===== src/rtl/wb_stage_pkg.sv =====
// Shared constants, FSM state type and load-formatting helper for the writeback stage.
package wb_stage_pkg;

    localparam logic [1:0] WB_ALU = 2'b00;
    localparam logic [1:0] WB_MEM = 2'b01;
    localparam logic [1:0] WB_PC4 = 2'b10;
    localparam logic [1:0] WB_RSV = 2'b11;

    localparam logic [2:0] F3_LB  = 3'b000;
    localparam logic [2:0] F3_LH  = 3'b001;
    localparam logic [2:0] F3_LW  = 3'b010;
    localparam logic [2:0] F3_LBU = 3'b100;
    localparam logic [2:0] F3_LHU = 3'b101;

    typedef enum logic {
        IDLE     = 1'b0,
        WAIT_RSP = 1'b1
    } state_t;

    // Halfword selection uses offset[1] only; unknown funct3 encodings fall back to a full word.
    function automatic logic [31:0] load_format(input logic [2:0]  funct3,
                                                input logic [1:0]  offset,
                                                input logic [31:0] word);
        logic [7:0]  byte_sel;
        logic [15:0] half_sel;
        byte_sel = word[{offset, 3'b000} +: 8];
        half_sel = offset[1] ? word[31:16] : word[15:0];
        case (funct3)
            F3_LB:   return {{24{byte_sel[7]}}, byte_sel};
            F3_LBU:  return {24'h000000, byte_sel};
            F3_LH:   return {{16{half_sel[15]}}, half_sel};
            F3_LHU:  return {16'h0000, half_sel};
            default: return word;
        endcase
    endfunction

endpackage


===== src/rtl/load_align.sv =====
// Combinational load data extraction and sign/zero extension.
module load_align
    import wb_stage_pkg::*;
(
    input  logic [2:0]  funct3,
    input  logic [1:0]  offset,
    input  logic [31:0] word,
    output logic [31:0] data
);

    assign data = load_format(funct3, offset, word);

endmodule


===== src/rtl/wb_stage.sv =====
// Writeback stage: retires ALU/link results in one cycle, holds loads until the memory response arrives.
module wb_stage
    import wb_stage_pkg::*;
#(
    parameter int DATA_WIDTH = 32
) (
    input  logic                  clk,
    input  logic                  arst_n,
    input  logic                  in_valid,
    output logic                  in_ready,
    input  logic                  wb_en_in,
    input  logic [1:0]            wb_sel_in,
    input  logic [4:0]            rd_in,
    input  logic [2:0]            funct3_in,
    input  logic [DATA_WIDTH-1:0] alu_result_in,
    input  logic [DATA_WIDTH-1:0] pc_plus4_in,
    input  logic                  dmem_rsp_valid,
    input  logic [DATA_WIDTH-1:0] dmem_rsp_data,
    output logic                  wb_en,
    output logic [4:0]            wb_rd,
    output logic [DATA_WIDTH-1:0] wb_data
);

    state_t      state;
    state_t      state_next;
    logic        accept;
    logic [4:0]  ld_rd;
    logic [2:0]  ld_funct3;
    logic        ld_en;
    logic [1:0]  ld_offset;
    logic [31:0] aligned;

    assign in_ready = (state == IDLE);
    assign accept   = in_valid && in_ready;

    load_align u_load_align (
        .funct3 (ld_funct3),
        .offset (ld_offset),
        .word   (dmem_rsp_data),
        .data   (aligned)
    );

    always_ff @(posedge clk or negedge arst_n) begin
        if (!arst_n) begin
            state <= IDLE;
        end else begin
            state <= state_next;
        end
    end

    always_comb begin
        state_next = state;
        case (state)
            IDLE:     if (accept && wb_sel_in == WB_MEM) state_next = WAIT_RSP;
            WAIT_RSP: if (dmem_rsp_valid) state_next = IDLE;
            default:  state_next = IDLE;
        endcase
    end

    // wb_en defaults low every cycle so it only pulses on a retirement; rd/data hold otherwise.
    always_ff @(posedge clk or negedge arst_n) begin
        if (!arst_n) begin
            wb_en     <= 1'b0;
            wb_rd     <= 5'd0;
            wb_data   <= '0;
            ld_rd     <= 5'd0;
            ld_funct3 <= 3'd0;
            ld_en     <= 1'b0;
            ld_offset <= 2'd0;
        end else begin
            wb_en <= 1'b0;
            case (state)
                IDLE: begin
                    if (accept) begin
                        if (wb_sel_in == WB_MEM) begin
                            ld_rd     <= rd_in;
                            ld_funct3 <= funct3_in;
                            ld_en     <= wb_en_in;
                            ld_offset <= alu_result_in[1:0];
                        end else begin
                            wb_en   <= wb_en_in && (rd_in != 5'd0) && (wb_sel_in != WB_RSV);
                            wb_rd   <= rd_in;
                            wb_data <= (wb_sel_in == WB_PC4) ? pc_plus4_in : alu_result_in;
                        end
                    end
                end
                WAIT_RSP: begin
                    if (dmem_rsp_valid) begin
                        wb_en   <= ld_en && (ld_rd != 5'd0);
                        wb_rd   <= ld_rd;
                        wb_data <= aligned;
                    end
                end
                default: ;
            endcase
        end
    end

endmodule


===== config.mk =====
export PLATFORM = sky130hd
export DESIGN_NAME = wb_stage
export DESIGN_NICKNAME = d
export VERILOG_FILES = /design/src/rtl/wb_stage_pkg.sv /design/src/rtl/load_align.sv /design/src/rtl/wb_stage.sv
export SDC_FILE = /design/constraint.sdc
export NUM_CORES = 1
export LEC_CHECK = 0
export BUFFER_PORTS_ARGS = -buffer_cell sky130_fd_sc_hd__buf_2
export CORE_ASPECT_RATIO = 1.25
export CORE_MARGIN = 4
export CORE_UTILIZATION = 45
export CTS_BUF_LIST = sky130_fd_sc_hd__clkbuf_8
export DETAILED_ROUTE_END_ITERATION = 10
export GPL_TIMING_DRIVEN = 0
export PLACE_DENSITY = 0.75
export RECOVER_POWER = 100
export SYNTH_ARGS = -nofsm -noshare
export SYNTH_HDL_FRONTEND = slang
export SYNTH_SLANG_ARGS = --single-unit

===== constraint.sdc =====
create_clock -name clk -period 4.1 [get_ports clk]
set_input_delay 0.205 -clock clk [delete_from_list [all_inputs] [get_ports clk]]
set_output_delay 0.205 -clock clk [all_outputs]
set_load 0.05 [all_outputs]

# Word-level counts from Yosys, hierarchy flattened
# Cells that the tools add are included.
classes:
  eq_ne: 9
  shift: 1
  muxes: 18
  n_bitwise: 1
  n_reduce_logical: 10
ops:
  columns: ["op", "n"]
  rows:
  - ["$mux W32", 4]
  - ["$pmux W32 S4", 1]
  - ["$pmux W32 S2", 1]
  - ["$shiftx A32 B6 Y8", 1]
  - ["$mux W16", 1]
  - ["$mux W5", 3]
  - ["$pmux W5 S2", 1]
  - ["$reduce_bool A5 Y1", 2]
  - ["$eq A3 B3 Y1 const B", 2]
  - ["$ne A2 B2 Y1 const B", 3]
  - ["$reduce_and A3 Y1", 2]
  - ["$logic_and A1 B1 Y1", 5]
  - ["$mux W1", 5]
  - ["$pmux W1 S2", 2]
  - ["$eq A3 B1 Y1 const B", 1]
  - ["$logic_not A3 Y1", 1]
  - ["$eq A2 B1 Y1 const B", 1]
  - ["$eq A2 B2 Y1 const B", 1]
  - ["$ne A2 B1 Y1 const B", 1]
  - ["$not A1 Y1", 1]
word_totals:
  reg_bits: 50
  inputBits: 111
  output_inout_bits: 39
  elab_cells: 47

# Logic depth before layout (Yosys ltp)
# Gate-level depths: netlist of the first run.
logic_depth:
  word_depth: 6
  mapped_depth: 7
  mapped_depth_nobuf: 4

# Cells and area by module
# A second synthesis of the first run with hierarchy kept.
hier_totals:
  hier_cells: 373
  area_unflattened_um2: 3858.7
by_module_without_submodules:
  columns: ["mod", "instances", "cells_per_inst", "area_per_inst_um2", "seq_area_each_um2"]
  rows:
  - ["wb_stage", 1, 277, 3012.9, 1251.2]
  - ["load_align", 1, 96, 845.8, 0.0]

# Least setup slack after synthesis of the first run
# No wires, ideal clock.
synth_path:
  path_type: "register to register"
  start: "register state"
  end: "register ld_rd[1]"
  setup_ns: 0.125
  t_arrival_ns: 1.476
  required_time_ns: 3.975
  setup_slack_ns: 2.499
  stages_incl_launch_ff: 6
  n_path_buf: 2
  period_less_slack_ns: 1.601
  path_cell_list: "dfrtp_1 buf_2 nand2b_4 nor3_2 buf_2 mux2_2"
synth_via:
  elab_chain_cells: 3
synth_rtl:
  columns: ["element", "line", "text"]
  rows:
  - ["start, declared", "wb_stage.sv:24", "state_t state;"]
  - ["start signal, assigned", "wb_stage.sv:47", "state <= state_next;"]
  - ["$not A1 Y1 (no line) (*)", null, null]
  - ["$logic_and A1 B1 Y1", "wb_stage.sv:34", "assign accept = in_valid && in_ready;"]
  - ["$reduce_and A3 Y1 (no line) (*)", null, null]
  - ["end signal, assigned", "wb_stage.sv:76", "ld_rd <= rd_in;"]
  - ["end, declared", "wb_stage.sv:27", "logic [4:0] ld_rd;"]
# Mark *: on every way between the ends. The rest lies on a longest branch, timed or not.
# A chain may end at the register's enable or synchronous reset.

# Worst setup path in the final report of the first run
layout_path:
  start: "register state"
  end: "register ld_rd[3]"
# Same word-level chain as after synthesis.

==> results of run 1 <==
-- per-layer routing --
layer	vias up	GRT usage, %	wire length (um)
met5	-	0	0
met4	0	10.52	357
met3	28	5.547	932
met2	177	42.83	5550
met1	1682	29.47	4223
li1	1632	-	-
-- critical path, cell delays in order, from the launching register on --
cell	delay, ns
sky130_fd_sc_hd__dfrtp_1	0.37
sky130_fd_sc_hd__clkbuf_1	0.16
sky130_fd_sc_hd__nand2b_1	0.21
sky130_fd_sc_hd__nor3_1	0.69
sky130_fd_sc_hd__clkbuf_1	0.41
sky130_fd_sc_hd__mux2_2	0.38
-- final cells by class --
type,instances,area [sq um]
Buffer,28,130.1
Clock buffer,5,68.82
Clock inverter,3,41.29
Fill cell,687,2849
Inverter,12,45.04
Multi-Input combinational cell,259,1826
Sequential cell,50,1251
Tap cell,90,112.6
Timing Repair Buffer,149,695.7
-- logic make-up after synthesis --
logic type / synth area share (%)
buffers and inverters: 5.583
muxes: 14.80
DFF: 38.24
and+or+nand+nor: 15.72
AOI/OAI and AO/OA: 25.66
-- registers in the layout (all words and copies together) (netlist names) --
| signal | flops |
|---|---|
| wb_rd | 5 |
| wb_en | 1 |
| ld_funct3 | 3 |
| ld_offset | 2 |
| ld_rd | 5 |
| ld_en | 1 |
| state | 1 |
| wb_data | 32 |
-- path summary, 6_finish.rpt --
check / slack, ns / endpoint / from / depth (start not counted)
worst max-delay path: 1.77 / ld_rd[3] / state / 5
worst min-delay path: 0.11 / ld_funct3[1] / funct3_in[1] / 3
worst max register to register: 1.77 / ld_rd[3] / state / 5
worst min register to register: 0.49 / wb_rd[1] / wb_rd[1] / 2
max in group asynchronous: 1.88 / wb_data[11] / arst_n / 1
min in group asynchronous: 0.73 / ld_rd[0] / arst_n / 1
-- synthesized netlist by cell type, drive strengths merged --
library cell / instances / area [sq um]
buf: 15 / 88.83
a22o: 7 / 61.31
nor3: 7 / 40.04
dfrtp: 50 / 1251
nand2b: 5 / 46.30
clkinv: 1 / 3.750
a2111oi: 24 / 210.2
a21oi: 18 / 90.09
o22a: 2 / 18.77
clkbuf: 13 / 48.80
or3b: 1 / 8.760
inv: 11 / 41.29
or3: 2 / 12.51
o221ai: 1 / 8.760
a21o: 1 / 7.510
a21boi: 1 / 7.510
or4: 2 / 15.01
o311ai: 1 / 8.760
nor2b: 5 / 33.78
nor3b: 2 / 20.02
mux2i: 18 / 180.2
o211ai: 3 / 22.52
a222oi: 6 / 60.06
o22ai: 1 / 6.260
nand3: 1 / 5.000
a22oi: 1 / 7.510
o21a: 1 / 7.510
and2: 21 / 131.4
mux2: 27 / 304.0
a221oi: 1 / 8.760
o21ai: 25 / 125.1
a221o: 6 / 60.06
nand2: 29 / 108.9
nor2: 21 / 78.83
or2: 1 / 6.260
nand3b: 1 / 7.510
o2111ai: 1 / 8.760
a211oi: 16 / 120.1
-- layout by cell type, fill, tap and decap left out, types with 2 or more instances in the layout --
cell	synthesis	final
sky130_fd_sc_hd__buf_2	11	114
sky130_fd_sc_hd__clkbuf_1	13	59
sky130_fd_sc_hd__dfrtp_1	50	50
sky130_fd_sc_hd__nand2_1	29	29
sky130_fd_sc_hd__mux2_2	27	27
sky130_fd_sc_hd__o21ai_0	23	24
sky130_fd_sc_hd__a2111oi_0	24	24
sky130_fd_sc_hd__nor2_1	21	21
sky130_fd_sc_hd__mux2i_1	18	18
sky130_fd_sc_hd__a21oi_1	18	18
sky130_fd_sc_hd__and2_1	18	18
sky130_fd_sc_hd__a211oi_1	16	16
sky130_fd_sc_hd__inv_1	11	12
sky130_fd_sc_hd__nor3_1	6	7
sky130_fd_sc_hd__a22o_1	7	7
sky130_fd_sc_hd__a221o_1	6	6
sky130_fd_sc_hd__a222oi_1	6	6
sky130_fd_sc_hd__clkbuf_8	0	5
sky130_fd_sc_hd__nand2b_1	3	4
sky130_fd_sc_hd__nor2b_1	4	4
sky130_fd_sc_hd__buf_4	3	3
sky130_fd_sc_hd__o211ai_1	3	3
sky130_fd_sc_hd__and2_0	3	3
sky130_fd_sc_hd__or4_1	2	2
sky130_fd_sc_hd__or3_1	2	2
-- power breakdown --
group / internal (mW) / switching (mW)
Combinational: 0.255 / 0.637
Sequential: 0.607 / 0.0745
Clock: 0.180 / 0.174
==> flow_results.org, run 1 <==
** Synthesis
- Synthesis inferred 50 register bits.
- Synthesized Nets :: 460
- Count of mapped cells out of synthesis :: 349
- Post-Syn Area per Cell :: 9.375 sq um
- The synthesized netlist occupies a cell area of 3272 sq um.
- After synthesis, the netlist uses 47 different library cells.
- The Yosys step of the flow raised 0 warnings.
- Post-synthesis sequential area ratio :: 38.24%

** GRT
- Via count of the first global-routing pass :: 3,420
- Number of antenna violations at the first check in global routing :: 1
- Global routing consumed, over all layers together, 24.60% of the routing resources.
- Entering global routing, the biggest net connects 51 pins.
- Wire length of the first global-routing pass :: 16,880 um
- After global routing the overflow that remains totals 0.

** Floorplan
- Number of core rows :: 34
- Die outline area :: 8708 sq um
- Once the floorplan was initialized, standard cells occupied 46.61% of the core.
- The floorplan step set the die width to 84.27 um.
- Num ports :: 150
- Floorplan Core Area :: 7019 sq um
- Die span in y :: 103.3 um

** Route
- Per-cell routed wire length :: 18.56 um
- Summed over all layers, the routed wires come to 11,060 um.
- Count of TritonRoute iterations in the first routing pass :: 6
- For this block, the initial DRC count from the detailed router was 224.
- For this block, the via count after detailed routing is 3,519.
- Drc violations :: 0
- Once detail routing completed, the nets flagged for antenna violations numbered 0.
- In the routed layout, each cell is associated on average with a via count of 5.904.

** Place
- Final weighted congestion in routability-driven placement :: 0.9258
- HPWL after detailed placement :: 8735 um
- Summing all placed instances gives a cell area of 4130 sq um.
- Port Buffers :: 149
- At the placement stage, the worst setup path has a slack of 2.158 ns.
- Once placement completed, the tool counted placed cells totaling 588.

** Clocking
- The H-tree generated during clock tree synthesis spans 2 levels.
- TritonCTS built the clock tree.
- Post CTS Setup Buffer Count :: 0
- Buffers inserted to repair hold after CTS numbered 0.
- Master cell of the clock root buffer :: sky130_fd_sc_hd__clkbuf_8
- Clock buffer count from CTS :: 5
- No sink is reached through more buffers than the 2 on the longest clock path.
- Clock transition at path regs :: 0.09 ns
- In this run, post-CTS repair resized a total of 0 instances.
- The clock net in this run drives a total of 50 sinks.
- At the later pin of the worst-skew pair, clock insertion delay measures 0.31 ns.

** Timing
- Final cycle utilization of the critical path :: 56.75%
- Largest clock skew in the final design :: 0.008110 ns
- Slew Viols, Final :: 51
- Derived from the worst setup path, the maximum achievable clock frequency is 429.8 MHz.
- Summed over all failing endpoints, the final setup total negative slack is 0 ns.
- Final-layout worst hold slack :: 0.1083 ns
- PnR worst setup slack :: 1.773 ns
- At the pin with the least slew margin, the transition time is 2.662 ns.
- Worst-case headroom to the max-slew limit :: -77.47%
- The smallest clock period supported by the final layout is computed as 2.327 ns.
- Setup violations remaining at the end of the flow were counted as 0.
- Setup repair after global routing missed its margin :: no
- The number of endpoints with negative hold slack in the final report was 0.

** Cells and area
- Leaving out filler cells and counting taps, the final layout contains 596.
- Layout Cell Area excl Fill :: 4170 sq um
- The repair_antennas step left the layout with diodes totalling 0.
- At the end of the flow the core is filled with cells to 59.41%.
- Relative to the synthesized area, the layout overhead comes to 27.46%.
- Layout cells sized above 1 :: 31.03%
- After the last flow step, the layout net total stands at 616.

** Worst setup path
- The worst setup path is of the register to register kind.
- At the worst endpoint, the arrival time is 2.53 ns.
- STA classifies the critical path startpoint as a register.
- Data required time at the worst endpoint :: 4.30 ns
- Max FO, Critical Path :: 10
- Endpoint kind of the worst setup timing path :: register

** Outcome
- Result of the run :: finished, violations left
- Violated checks :: max-capacitance violations, max-slew violations

** Run
- The tool flagged a number of max-cap violations equal to 1.

** Pwr
- Cell area power density :: 462.2 nW/um^2
- Max IR drop VDD :: 241.4 uV
- For this design the static power due to leakage is 1.832 nW.
- The design draws 1.927 mW.

** Hold path
- Class of the tightest hold or removal check :: input port to register
Note: power is estimated with default switching activity, not from simulation.
==> inputs of run 2 (changes only) <==
ABC_AREA = 1   (was default)
clock period = 2.2 ns   (was 4.1 ns; I/O delays follow)
==> run 2 against run 1 <==
The run now ends clean. Sequential share of layout area shrank 0.47 points. Worst setup slack got worse by 1.6 ns. Hold slack worse by 0.094 ns. Clock skew is 0.0079 ns higher. Power increased by 82%. Via count grew 13%. Critical path type is now register to output port. Critical endpoint is now in_ready. Largest power group unchanged. Highest routed layer unchanged.
==> flow_results.org, run 2 <==
** Route
- The number of search-and-repair iterations in the first detailed-routing pass was 5 (was 6).
- Per-cell routed wire length :: 15.32 um (was 18.56 um)
- The number of remaining DRC errors was 0 (unchanged).
- Number of nets with antenna violations after detailed routing :: 0 (unchanged)
- Total routed wirelength :: 11,690 um (was 11,060 um)
- Vias :: 3,970 (was 3,519)
- Via count normalized by instance count :: 5.203 (was 5.904)
- Starting DRT DRC Count :: 240 (was 224)

** Synthesis
- Fraction of synthesis flops using an asynchronous set or reset pin :: 100.0% (unchanged)
- Synthesized Nets :: 626 (was 460)
- The distinct cell type count after synthesis is 24 (was 47).
- Area share of the leading cell type in the synthesized netlist :: 37.55% (was 38.24%)
- Top cells by area in the synthesized netlist: sky130_fd_sc_hd__dfrtp_1, sky130_fd_sc_hd__nand2_1, sky130_fd_sc_hd__nand3_1 (was sky130_fd_sc_hd__dfrtp_1, sky130_fd_sc_hd__mux2_2, sky130_fd_sc_hd__a2111oi_0).
- Most frequent cells after synthesis: sky130_fd_sc_hd__nand2_1, sky130_fd_sc_hd__nor2_1, sky130_fd_sc_hd__nand3_1 (was sky130_fd_sc_hd__dfrtp_1, sky130_fd_sc_hd__nand2_1, sky130_fd_sc_hd__mux2_2).
- The top flip-flop cell by instance count after synthesis was sky130_fd_sc_hd__dfrtp_1 (unchanged).
- Area of the mapped netlist :: 3332 sq um (was 3272 sq um)
- The most instantiated library cell after synthesis is sky130_fd_sc_hd__nand2_1 (was sky130_fd_sc_hd__dfrtp_1).
- The mean cell area of the mapped netlist was 6.470 sq um (was 9.375 sq um).
- The cell taking the most area after synthesis is sky130_fd_sc_hd__dfrtp_1 (unchanged).
- Post-synthesis sequential area ratio :: 37.55% (was 38.24%)
- The register bit count reported by yosys came to 50 (unchanged).
- Synth warn :: 0 (unchanged)
- The count of flip-flops with a built-in enable after synthesis came to 0 (unchanged).
- The gate count of the mapped netlist came to 515 (was 349).

** Cells and area
- The number of nets at the end of the flow is 783 (was 616).
- Top register by number of flip-flops :: wb_data (unchanged)
- Top flop regs :: wb_data (32), ld_rd (5), wb_rd (5) (unchanged)
- The multi-input logic area came to 1765 sq um (was 1826 sq um).
- The total non-filler cell area in the finished layout is 4237 sq um (was 4170 sq um).
- Register Area :: 1251 sq um (unchanged)
- The number of filler instances in the final layout is 758 (was 687).
- The area growth from synthesis to layout was 27.15% (was 27.46%).
- Layout cells sized above 1 :: 23.33% (was 31.03%)
- Max FFs per register :: 32 (unchanged)
- Leading cell types in the layout, fill and taps excluded :: sky130_fd_sc_hd__nand2_1, sky130_fd_sc_hd__buf_2, sky130_fd_sc_hd__nor2_1, sky130_fd_sc_hd__nand3_1, sky130_fd_sc_hd__clkbuf_1 (was sky130_fd_sc_hd__buf_2, sky130_fd_sc_hd__clkbuf_1, sky130_fd_sc_hd__dfrtp_1)
- The post-route core utilization came to 59.63% (was 59.41%).
- The number of antenna diodes was 0 (unchanged).
- Most frequent standard cell in the layout excluding fill and tap cells :: sky130_fd_sc_hd__nand2_1 (was sky130_fd_sc_hd__buf_2)

** Worst setup path
- The kind of end point of the critical path is an output port (was register).
- The delay of the slowest cell on the worst path was 0.46 ns (was 0.69 ns).
- Critical path depth :: 4 (was 5)
- Crit path cell chain: inv_1 > buf_2 > clkbuf_1 > clkbuf_2 (was clkbuf_1 > nand2b_1 > nor3_1 > clkbuf_1 > mux2_2).
- Buffers and inverters on the worst path :: 4 (was 2)
- The worst reg-to-reg setup slack was 0.27 ns (was 1.77 ns).
- Critical Path AT :: 1.89 ns (was 2.53 ns)
- The data required time at the worst endpoint came to 2.09 ns (was 4.30 ns).
- Cell depth of the worst flop-to-flop path :: 7 (was 5)
- Startpoint class of the critical path :: register (unchanged)
- Startpoint of the most critical register-to-register path :: state (unchanged)
- The classification of the worst setup path is register to output port (was register to register).
- Standard cell with the maximum stage delay on the critical path :: sky130_fd_sc_hd__dfrtp_1 (was sky130_fd_sc_hd__nor3_1)
- The reg-to-reg endpoint is wb_data[15] (was ld_rd[3]).
- Max FO, Critical Path :: 10 (unchanged)
- Top Family by Delay on Critical Path :: buffers and inverters (was simple AND/OR/NAND/NOR gates)

** Clocking
- H-tree levels :: 2 (unchanged)
- Sink count of the clock tree :: 50 (unchanged)
- Clock network latency to the later pin of the worst-skew pair :: 0.32 ns (was 0.31 ns)
- Clock buffer count from CTS :: 5 (unchanged)
- The maximum clock insertion buffer count came to 2 (unchanged).
- The clock transition at the register clock pins on the worst setup and hold paths after CTS is 0.11 ns (was 0.09 ns).
- Post CTS Setup Buffer Count :: 0 (unchanged)
- The clock root buffer master is sky130_fd_sc_hd__clkbuf_8 (unchanged).
- Resize count post-CTS :: 0 (unchanged)
- CTS tree :: done (unchanged)

** Timing
- Largest clock skew in the final design :: 0.01604 ns (was 0.008110 ns)
- After layout, the worst path uses 90.74% of the clock period.
- The number of endpoints with negative hold slack in the final report was 0 (unchanged).
- The slew at the pin with the worst max-slew slack came to 1.309 ns (was 2.662 ns).
- The max-slew violation total from the final report is 0 (was 51).
- Maximum operating frequency :: 500.9 MHz
- The final sum of negative setup slack was 0 ns (unchanged).
- The max-slew headroom at the worst pin was 12.71% (was -77.47%).
- Final-report setup violation count :: 0 (unchanged)
- The worst hold-check slack is 0.01429 ns (was 0.1083 ns).
- Setup repair after global routing missed its margin: no (unchanged).
- Time the worst path needs with I/O delays and setup :: 1.996 ns

** GRT
- The most crowded layer after global routing was met2 (unchanged).
- The routing usage on met1 was 33.23% (was 29.47%).
- Via count of the first global-routing pass :: 3,827 (was 3,420)
- The met2 layer usage reported by global route was 46.06% (was 42.83%).
- The overflow left after global routing came to 0 (unchanged).
- The maximum number of pins on one net before global-route repair was 51 (unchanged).
- Wire length of the first global-routing pass :: 18,920 um (was 16,880 um)
- The total routing resource utilization after global routing was 26.13% (was 24.60%).
- The met3 layer usage reported by global route came to 4.279% (was 5.547%).
- The initial antenna violation count came to 0 (was 1).

** Place
- The weighted congestion reported at the end of routability-driven placement is 0.9334 (was 0.9258).
- Port Buffers :: 149 (unchanged)
- The post-place instance area was 4190 sq um (was 4130 sq um).
- HPWL after detailed placement :: 9129 um (was 8735 um)

** Floorplan
- Floorplan Core Area :: 7104 sq um (was 7019 sq um)
- Die outline area :: 8854 sq um (was 8708 sq um)
- The effective utilization at floorplan was 46.90% (was 46.61%).
- The die outline width is 84.97 um (was 84.27 um).
- Num ports :: 150 (unchanged)
- The overall die height came to 104.2 um (was 103.3 um).
- Number of core rows :: 34 (unchanged)

** Outcome
- Result of the run: completed (was finished, violations left).

** Pwr
- The static leakage power came to 2.254 nW (was 1.832 nW).
- The power density relative to cell area was 827.9 nW/um^2 (was 462.2 nW/um^2).
- The worst supply voltage drop on vdd is 385.5 uV (was 241.4 uV).

** Hold path
- The path type of the worst min-delay path is input port to register (unchanged).
- The cell depth of the worst hold path came to 2 (was 3).
- The launch instance of the worst min-delay path is funct3_in[2] (was funct3_in[1]).
- The hold path endpoint is ld_funct3[2] (was ld_funct3[1]).

** Run
- The number of max-capacitance violations reported was 0 (was 1).
run 2: logic make-up (layout without fill, tap and decap cells):
group | Yosys count | in the layout | synth area share (%)
flip-flops | 50 | 50 | 37.55
multiplexers | 5 | 5 | 1.690
AO/OA/AOI/OAI | 91 | 91 | 14.16
buffers and inverters | 70 | 228 | 9.125
AND/OR/NAND/NOR | 299 | 299 | 37.48
run 2: layout make-up:
class	instances	share of cell area, %
multi-input combinational	395	41.67
buffer	33	3.839
clock inverter	3	0.6793
timing repair buffer	150	16.72
sequential	50	29.53
inverter	37	3.278
clock buffer	5	1.624
tap	90	2.658
run 2: how the worst max path moves through the flow:
stage | startpoint | to | slack (ns)
finish | state | in_ready | 0.20
global route | state | wb_data[15] | 0.07
CTS | state | in_ready | 0.23
detailed placement | state | wb_data[0] | 0.51
global placement | state | wb_data[0] | 0.52
floorplan | state | wb_data[29] | 0.55
run 2: where the power goes:
group,internal [mW],switching [mW]
combinational,0.426,1.23
sequential,1.12,0.123
clock,0.239,0.373
run 2: metrics by stage:
stage | worst slack [ns] | cells | total power, mW
global route | 0.07171 | 763 | 3.727
detailed placement | 0.5130 | 754 | 2.954
CTS | 0.2285 | 763 | 3.560
finish | 0.2037 | 763 | 3.508
global placement | 0.5189 | 754 | 2.928
floorplan | 0.5537 | 515 | 2.452
run 2: routing by layer:
metal  wire length, um  vias to the layer above  part of all wire, %
met5                 0                        -                    0
met4               157                        0                  1.3
met3               642                       14                  5.5
met2              5988                      135                   51
met1              4904                     1842                   42
li1                  -                     1979                    -
run 2: what timing repair did:
action	CTS	global route
setup endpoints to repair	0	0
endpoints found under the hold margin	1	0
hold buffers	1	0
==> inputs of run 3 (changes only) <==
BUFFER_PORTS_ARGS = -buffer_cell sky130_fd_sc_hd__buf_4   (was -buffer_cell sky130_fd_sc_hd__buf_2)
==> run 3 against run 2 <==
Via count is 1.7% higher. Register-to-register slack about the same. Worst setup slack lost 0.0014 ns. First-iteration DRC count decreased by 30%. Wire length grew 6.0%. Core utilization up 4.1 points. Critical path type unchanged. Design area is 6.9% higher.
==> flow_results.org, run 3 (synthesis results as in run 2) <==
** Floorplan
- The area enclosed by the die boundary is 8854 sq um (unchanged).
- The overall die height came to 104.2 um (unchanged).
- Num ports :: 150 (unchanged)
- Initial core utilization :: 46.90% (unchanged)
- Floorplan Core Area :: 7104 sq um (unchanged)
- Die width :: 84.97 um (unchanged)
- Number of core rows :: 34 (unchanged)

** Timing
- Final-layout worst hold slack :: 0.02925 ns (was 0.01429 ns)
- Total count of hold-check failures in the final report :: 0 (unchanged)
- The maximum frequency from static timing analysis was 500.6 MHz (was 500.9 MHz).
- Largest clock skew in the final design :: 0.009924 ns (was 0.01604 ns)
- The period utilization was 90.81% (was 90.74%).
- Worst-case headroom to the max-slew limit :: 12.74% (was 12.71%)
- The max-slew violation total from the final report is 0 (unchanged).
- The slew at the pin with the worst max-slew slack is 1.309 ns (about the same).
- Time the worst path needs with I/O delays and setup :: 1.998 ns (was 1.996 ns)
- The final setup violation count was 0 (unchanged).
- Setup repair after global routing missed its margin: no (unchanged).
- Summed negative setup slack over all endpoints :: 0 ns (unchanged)

** Clocking
- Sink count of the clock tree :: 50 (unchanged)
- The clock transition at the register clock pins on the worst setup and hold paths after CTS is 0.10 ns (was 0.11 ns).
- Clock buffer count from CTS :: 5 (unchanged)
- The clock root buffer master is sky130_fd_sc_hd__clkbuf_8 (unchanged).
- CTS tree :: done (unchanged)
- The clock latency on the worst-skew pair came to 0.32 ns (about the same).
- H-tree levels :: 2 (unchanged)
- CTS max path bufs :: 2 (unchanged)

** Cells and area
- The number of nets at the end of the flow was 784 (was 783).
- Antenna cells :: 0 (unchanged)
- The register name with the most flops was wb_data (unchanged).
- The multi-input logic area was 1768 sq um (was 1765 sq um).
- Max FFs per register :: 32 (unchanged)
- Layout-stage area growth over the synthesis result :: 35.90% (was 27.15%)
- The most common library cell in the layout ignoring fill and taps is sky130_fd_sc_hd__nand2_1 (unchanged).
- Top flop regs :: wb_data (32), ld_rd (5), wb_rd (5) (unchanged)
- Layout cells sized above 1 :: 23.15% (was 23.33%)
- The total non-filler cell area in the finished layout was 4528 sq um (was 4237 sq um).
- The number of filler instances in the final layout was 717 (was 758).
- Leading cell types in the layout, fill and taps excluded: sky130_fd_sc_hd__nand2_1, sky130_fd_sc_hd__buf_4, sky130_fd_sc_hd__nor2_1, sky130_fd_sc_hd__nand3_1, sky130_fd_sc_hd__clkbuf_1 (was sky130_fd_sc_hd__nand2_1, sky130_fd_sc_hd__buf_2, sky130_fd_sc_hd__nor2_1, sky130_fd_sc_hd__nand3_1, sky130_fd_sc_hd__clkbuf_1).
- The sequential cell area in the final layout was 1251 sq um (unchanged).

** Worst setup path
- Data required time at the worst endpoint :: 2.09 ns (about the same)
- The largest fanout of any net on the critical path is 10 (unchanged).
- The startpoint kind of the worst setup timing path was a register (unchanged).
- Buffers and inverters on the worst path :: 4 (unchanged)
- Crit path largest cell delay :: 0.45 ns (was 0.46 ns)
- Critical Path AT :: 1.89 ns (about the same)
- The cell family contributing the most delay on the critical path is buffers and inverters (unchanged).
- The classification of the worst setup path is register to output port (unchanged).
- The cell with the largest stage delay on the worst path is sky130_fd_sc_hd__dfrtp_1 (unchanged).
- Endpoint kind of the worst setup timing path :: output port (unchanged)
- Crit path cell chain: inv_1 > buf_2 > clkbuf_1 > clkbuf_2 (unchanged).

** Run
- The number of max-capacitance violations reported was 0 (unchanged).

** Route
- The uppermost layer routed is met4 (unchanged).
- The met3 layer wire length in the routed design was 647 um (was 642 um).
- Vias :: 4,039 (was 3,970)
- The number of remaining DRC errors is 0 (unchanged).
- The post-route antenna net violation count came to 0 (unchanged).
- Per-cell routed wire length :: 16.22 um (was 15.32 um)
- Count of TritonRoute iterations in the first routing pass :: 5 (unchanged)
- The met2 wire length is 6423 um (was 5988 um).
- Total routed wirelength :: 12,390 um (was 11,690 um)
- The vias per cell is 5.287 (was 5.203).
- WL met1 :: 5035 um (was 4904 um)
- The number of DRC markers in iteration 0 is 167 (was 240).

** GRT
- Number of antenna violations at the first check in global routing :: 0 (unchanged)
- Via count of the first global-routing pass :: 4,058 (was 3,827)
- Maximum number of pins on one net before global-route repair :: 51 (unchanged)
- The total routing resource utilization after global routing is 27.49% (was 26.13%).
- Total gr overflow :: 0 (unchanged)
- Wire length of the first global-routing pass :: 19,740 um (was 18,920 um)

** Pwr
- Design internal power :: 1.939 mW (was 1.784 mW)
- Switching power total :: 1.710 mW (was 1.723 mW)
- The power density relative to cell area is 805.9 nW/um^2 (was 827.9 nW/um^2).
- Static leakage power :: 2.354 nW (was 2.254 nW)
- The switching portion of total power was 46.87% (was 49.13%).
- The fraction of power consumed by sequential logic was 33.9% (was 35.4%).
- Share of total power in the clock network :: 18.8% (was 17.5%)
- The combinational cell fraction of total power is 47.2% (was 47.1%).
- The worst supply voltage drop on vdd is 434.4 uV (was 385.5 uV).

** Place
- The detailed placer's ending HPWL was 9708 um (was 9129 um).
- The post-place instance area is 4563 sq um (was 4190 sq um).
- The weighted congestion reported at the end of routability-driven placement was 0.9448 (was 0.9334).
- The number of port buffers is 149 (unchanged).

** Outcome
- Result of the run :: completed (unchanged)

** Hold path
- The path type of the worst min-delay path is input port to register (unchanged).
run 3: cell types whose count changed in the layout (fill, tap and decap cells not counted):
cell / before / now
sky130_fd_sc_hd__o21ai_1: 12 / 10
sky130_fd_sc_hd__nand2_1: 156 / 155
sky130_fd_sc_hd__buf_2: 125 / 15
sky130_fd_sc_hd__nand2_2: 3 / 4
sky130_fd_sc_hd__clkbuf_1: 51 / 53
sky130_fd_sc_hd__dlygate4sd3_1: 1 / 2
sky130_fd_sc_hd__o21ai_0: 26 / 28
sky130_fd_sc_hd__buf_6: 1 / 0
sky130_fd_sc_hd__clkinv_2: 0 / 1
sky130_fd_sc_hd__inv_8: 1 / 0
sky130_fd_sc_hd__clkinv_4: 1 / 0
sky130_fd_sc_hd__buf_4: 3 / 112
sky130_fd_sc_hd__bufinv_16: 0 / 1
run 3: final cells by class:
class | count | area share, %
buffer | 33 | 3.399
clock buffer | 5 | 1.520
clock inverter | 3 | 0.9671
inverter | 37 | 3.067
multi-input combinational | 395 | 39.04
sequential | 50 | 27.63
tap | 90 | 2.487
timing repair buffer | 151 | 21.88
run 3: worst reg2reg max path, stage by stage (launching register included):
cell and delay (ns):
sky130_fd_sc_hd__dfrtp_1 0.45, sky130_fd_sc_hd__nor2_1 0.21, sky130_fd_sc_hd__a21oi_1 0.12, sky130_fd_sc_hd__inv_1 0.28
sky130_fd_sc_hd__clkbuf_1 0.43, sky130_fd_sc_hd__o21ai_1 0.13, sky130_fd_sc_hd__nor2_1 0.16, sky130_fd_sc_hd__nor2_1 0.06
run 3: power groups by stage:
stage | sequential, mW | combinational [mW] | clock (mW)
floorplan | 1.80 | 0.653 | 0
global placement | 1.25 | 1.84 | 0
detailed placement | 1.26 | 1.86 | 0
CTS | 1.24 | 1.87 | 0.689
global route | 1.27 | 1.86 | 0.727
finish | 1.24 | 1.72 | 0.687
run 3: layer usage:
| layer | vias up | GRT usage, % |
|---|---|---|
| li1 | 1980 | - |
| met1 | 1884 | 33.42 |
| met2 | 153 | 49.28 |
| met3 | 22 | 3.724 |
| met4 | 0 | 8.710 |
| met5 | - | 0 |
run 3: path summary, 6_finish.rpt:
kind,slack [ns],start,cells after the start,end
worst min-delay path,0.03,funct3_in[2],2,ld_funct3[2]
max in group asynchronous,0.80,arst_n,2,wb_data[19]
worst max-delay path,0.20,state,4,in_ready
worst max register to register,0.28,state,7,wb_data[2]
min in group asynchronous,0.62,arst_n,2,ld_rd[1]
worst min register to register,0.49,wb_data[19],2,wb_data[19]
run 3: per-stage QoR:
| step | power [mW] | instances | setup WS, ns | utilization, % |
|---|---|---|---|---|
| final | 3.649 | 764 | 0.2023 | 63.74 |
| after global routing | 3.861 | 764 | 0.1098 | 63.74 |
| after CTS | 3.799 | 763 | 0.3153 | 65.96 |
| after detailed placement | 3.122 | 754 | 0.5140 | 64.23 |
| after global placement | 3.089 | 754 | 0.5150 | 64.23 |
| after floorplan | 2.452 | 515 | 0.5537 | - |
run 3: repair_timing:
action | in CTS | in global routing
hold buffers | 1 | 1
hold endpoints to repair | 50 | 1
gates resized for setup | 0 | 0
buffers inserted | 0 | 0
